--- src/rtl/vga_draw_scheduler.sv ---
// Single owner of the VGA write port: arbitrates three pixel requesters and runs a black clear sweep.
// Define ROUND_ROBIN_EN for round-robin arbitration; otherwise fixed priority 0 > 1 > 2.
module vga_draw_scheduler #(
   parameter int SCREEN_W = 160,
   parameter int SCREEN_H = 120,
   parameter int COLOUR_W = 3
) (
   input  logic                  clk,
   input  logic                  reset_n,
   input  logic                  clr_start,
   input  logic [2:0]            req,
   input  logic [23:0]           req_x,
   input  logic [20:0]           req_y,
   input  logic [3*COLOUR_W-1:0] req_colour,
   output logic [2:0]            ack,
   output logic [7:0]            x,
   output logic [6:0]            y,
   output logic [COLOUR_W-1:0]   colour,
   output logic                  plot,
   output logic                  busy,
   output logic                  clear_done
);

   localparam logic [1:0] S_IDLE  = 2'd0;
   localparam logic [1:0] S_CLEAR = 2'd1;
   localparam logic [1:0] S_DONE  = 2'd2;

   localparam logic [7:0] X_MAX = 8'(SCREEN_W - 1);
   localparam logic [6:0] Y_MAX = 7'(SCREEN_H - 1);

   logic [1:0]          state;
   logic [2:0]          elig;
   logic [2:0]          gnt;
   logic [1:0]          gi;
   logic [7:0]          sel_x;
   logic [6:0]          sel_y;
   logic [COLOUR_W-1:0] sel_c;
   logic                in_range;

   // A grant is followed by one quiet cycle, so a req still held
   // during its ack cycle can never be served twice.
   assign elig = (|ack) ? 3'b000 : req;

`ifdef ROUND_ROBIN_EN
   logic [1:0] ptr;
   logic [1:0] j;

   function automatic logic [1:0] wrap3(input logic [2:0] v);
      return (v >= 3'd3) ? 2'(v - 3'd3) : v[1:0];
   endfunction

   always_comb begin
      gnt = '0;
      gi  = '0;
      j   = '0;
      for (int k = 2; k >= 0; k--) begin
         j = wrap3(3'(ptr) + 3'(k));
         if (elig[j]) begin
            gnt    = '0;
            gnt[j] = 1'b1;
            gi     = j;
         end
      end
   end

   always_ff @(posedge clk or negedge reset_n) begin
      if (!reset_n) begin
         ptr <= '0;
      end else if ((state != S_CLEAR) && !(state == S_IDLE && clr_start) && (|gnt)) begin
         ptr <= (gi == 2'd2) ? 2'd0 : gi + 2'd1;
      end
   end
`else
   always_comb begin
      gnt = '0;
      gi  = '0;
      if (elig[0]) begin
         gnt = 3'b001;
         gi  = 2'd0;
      end else if (elig[1]) begin
         gnt = 3'b010;
         gi  = 2'd1;
      end else if (elig[2]) begin
         gnt = 3'b100;
         gi  = 2'd2;
      end
   end
`endif

   assign sel_x    = req_x[8*gi +: 8];
   assign sel_y    = req_y[7*gi +: 7];
   assign sel_c    = req_colour[COLOUR_W*gi +: COLOUR_W];
   assign in_range = (sel_x <= X_MAX) && (sel_y <= Y_MAX);

   always_ff @(posedge clk or negedge reset_n) begin
      if (!reset_n) begin
         state      <= S_IDLE;
         ack        <= '0;
         x          <= '0;
         y          <= '0;
         colour     <= '0;
         plot       <= 1'b0;
         busy       <= 1'b0;
         clear_done <= 1'b0;
      end else begin
         ack        <= '0;
         plot       <= 1'b0;
         clear_done <= 1'b0;
         case (state)
            S_CLEAR: begin
               // x/y double as the sweep counters
               if (x == X_MAX && y == Y_MAX) begin
                  state      <= S_DONE;
                  busy       <= 1'b0;
                  clear_done <= 1'b1;
               end else begin
                  plot <= 1'b1;
                  if (x == X_MAX) begin
                     x <= '0;
                     y <= y + 7'd1;
                  end else begin
                     x <= x + 8'd1;
                  end
               end
            end
            default: begin
               if (state == S_IDLE && clr_start) begin
                  state  <= S_CLEAR;
                  busy   <= 1'b1;
                  plot   <= 1'b1;
                  x      <= '0;
                  y      <= '0;
                  colour <= '0;
               end else begin
                  state <= S_IDLE;
                  if (|gnt) begin
                     ack <= gnt;
                     if (in_range) begin
                        plot   <= 1'b1;
                        x      <= sel_x;
                        y      <= sel_y;
                        colour <= sel_c;
                     end
                  end
               end
            end
         endcase
      end
   end

endmodule
--- config.mk ---
export PLATFORM = sky130hd
export DESIGN_NAME = vga_draw_scheduler
export DESIGN_NICKNAME = d
export VERILOG_FILES = /design/src/rtl/vga_draw_scheduler.sv
export SDC_FILE = /design/constraint.sdc
export NUM_CORES = 1
export LEC_CHECK = 0
export CORE_ASPECT_RATIO = 1.2
export CORE_MARGIN = 2
export CORE_UTILIZATION = 30
export CTS_CLUSTER_DIAMETER = 200
export DETAILED_ROUTE_END_ITERATION = 7
export GPL_TIMING_DRIVEN = 0
export SLEW_MARGIN = 20
export SYNTH_ARGS = -nofsm -noshare
export SYNTH_HDL_FRONTEND = slang
export SYNTH_SLANG_ARGS = --single-unit
--- constraint.sdc ---
create_clock -name clk -period 2.7 [get_ports clk]
set_input_delay 0.54 -clock clk [delete_from_list [all_inputs] [get_ports clk]]
set_output_delay 0.54 -clock clk [all_outputs]
set_load 0.1 [all_outputs]
==> reports/qor.csv <==
metric,value,unit
status,"finished, final reports clean",
antenna_found_initial,0,
min_path_type,input pin to asynchronous set/reset pin,
core,0.00641,sq mm
clock-root-buffer,clkbuf_8,
diodes,0,
drt.antenna.violating_nets,0,
cts.sinks,26,
num_io_pins,84,
r2r_slack,400,ps
portBuffers,83,
nNetsFinal,403,
area_growth_syn_to_layout,54.0,%
final-hold-violation-count,0,
drive_gt1_share,10.6,%
wl_per_cell,15.8,microns
syn-num-nets,311,
grt_start_max_net_pins,27,
cp.required,2860,ps
drv_slew,0,
clk_pin_slew,100,ps
routed-via-count,2291,
syn_inst,249,
grt_usage,18.0,%
worst_pin_slew,983,ps
tns,0,ps
utilization,47.6,%
fillers,638,
numCtsBuffers,3,
rows,32,
grt.overflow.total,0,
syn_area,0.00198,sq mm
p_per_area,697,mW/mm^2
start_util,30.9,%
cp_cell_sequence,"clkdlybuf4s50_1, buf_6, or2b_4, o21ai_0, a31oi_2, o21ai_4, a21oi_4, buf_4, o31ai_1, o21ai_0",
final_cells,425,
crit_slowest_cell,clkdlybuf4s50_1,
ys_ff_latch,26,
vdd_drop_max,0.538,mV
post-route-min-period,2600,ps
yosysUniqueCellTypes,49,
synthArstFlopShare,100,%
worstSetupPathType,input pin to flip-flop,
drv_cap,0,
pre_cts_ws,-366,ps
setup_slack,104,ps
worstSetupEndpointType,flip-flop,
critPathMostFrequentCell,o21ai_0,
drt-initial-drc-count,121,
die_h,93.0,microns
relSlewSlack,34.2,%
syn_avg_cell_area,7.95,sq um
cp-start-kind,input pin,
die_area,0.00727,sq mm
leakagePower,1.17,nW
dp.cells,417,
setup_viol,0,
synth_edf_count,0,
cts_tree,yes,
grt_pass1_vias,2105,
yosys_warnings,0,
rsz0062_at_grt,false,
dp_hpwl,5230,microns
grt_pass1_wl,10400,microns
wl,6720,microns
fin_crit_sh,96.1,%
drc,0,
slowest_delay,510,ps
h-tree-depth,1,
max_freq,385,MHz
ctsHoldBuffers,0,
vias_per_cell,5.39,
crit_fanout,10,
first_pass_iters,4,
skew,4.82,ps
cp.arrival,2760,ps
yosysSeqAreaShare,32.9,%
clk_latency,280,ps
synth_flop_cell,dfrtp_1,
cts_buffer_depth,2,
die_w,78.2,microns
place_congestion,0.824,
report_power, final:
part           switching, W  total (W)  internal, W
combinational      0.000841    0.00119     0.000354
clock              0.000145   0.000344     0.000199
sequential         0.000114   0.000587     0.000472
total               0.00110    0.00213      0.00103
worst max-delay path, delay by kind of cell:
kind	cells	cell delay, ps
buffers and inverters	3	800
and+or+nand+nor	1	310
AOI/OAI and AO/OA	6	1090
cells by family (layout without fill, tap and decap cells):
family / after synthesis / in the layout / synth area share [%]
DFF: 26 / 26 / 32.9
buffers and inverters: 19 / 110 / 5.50
and+or+nand+nor: 109 / 109 / 29.7
adders and majority gates: 2 / 2 / 1.26
AOI/OAI and AO/OA: 93 / 93 / 30.7
cell usage after synthesis, drive strengths merged (5+ instances only):
cell,n,area share [%]
a31oi,11,3.5
nand3,8,2.0
clkbuf,5,0.95
and3,5,1.6
buf,8,3.4
dfrtp,26,33
o22ai,6,1.9
inv,6,1.1
o21ai,39,10
a311oi,6,3.0
nand2,27,5.2
a21oi,13,3.9
nor3,14,4.1
nor2,30,5.9
registers in the layout, summed over array words and instances, names as in the netlist:
| signal | cells |
|---|---|
| ack | 3 |
| busy | 1 |
| clear_done | 1 |
| colour | 3 |
| plot | 1 |
| state | 2 |
| x | 8 |
| y | 7 |
layout by cell type (no fill, tap or decap), types with 6 or more instances in the layout:
master and n:
nand3_1 8, inv_1 6, a21oi_1 12, nand2_1 26, dfrtp_1 26, nor2_1 28, a31oi_1 8, nor3_1 13
clkdlybuf4s50_1 82, o22ai_1 6, o21ai_0 36
metal layers:
layer | global-route usage (%) | vias to the layer above | routed length (microns)
li1 | - | 1116 | -
met1 | 22.1 | 1094 | 2740
met2 | 31.3 | 70 | 3480
met3 | 3.09 | 11 | 326
met4 | 7.16 | 0 | 166
met5 | 0 | - | 0
metrics by stage:
step,hold slack [ps],total power [W],area [sq um]
finish,260,0.00213,3050
CTS,282,0.00212,3010
floorplan,244,0.00143,1980
global route,297,0.00223,3050
detailed placement,520,0.00178,2910
global placement,514,0.00177,2920
what timing repair did:
action,in CTS,in global routing
setup buffers,3,1
endpoints found under the setup margin,7,16
hold endpoints to repair,0,0
gates resized for setup,0,5
pin swaps,1,2
layout make-up:
type	count	area, sq um	area share, %
buffer	13	86.3	2.83
clock buffer	3	41.3	1.35
inverter	6	22.5	0.739
multi-input combinational	204	1260	41.2
tap	85	106	3.49
timing repair buffer	87	856	28.1
sequential	26	651	21.3
clock inverter	1	30.0	0.985
final timing paths:
kind,startpoint,end,cells past startpoint
max in group asynchronous,reset_n,x[6],1
worst min register to register,x[1],x[1],2
worst min-delay path,reset_n,y[6],1
worst max-delay path,req[1],y[4],10
min in group clk,x[1],x[1],2
worst max register to register,ack[2],y[4],9
(Power assumes the default switching activity.)
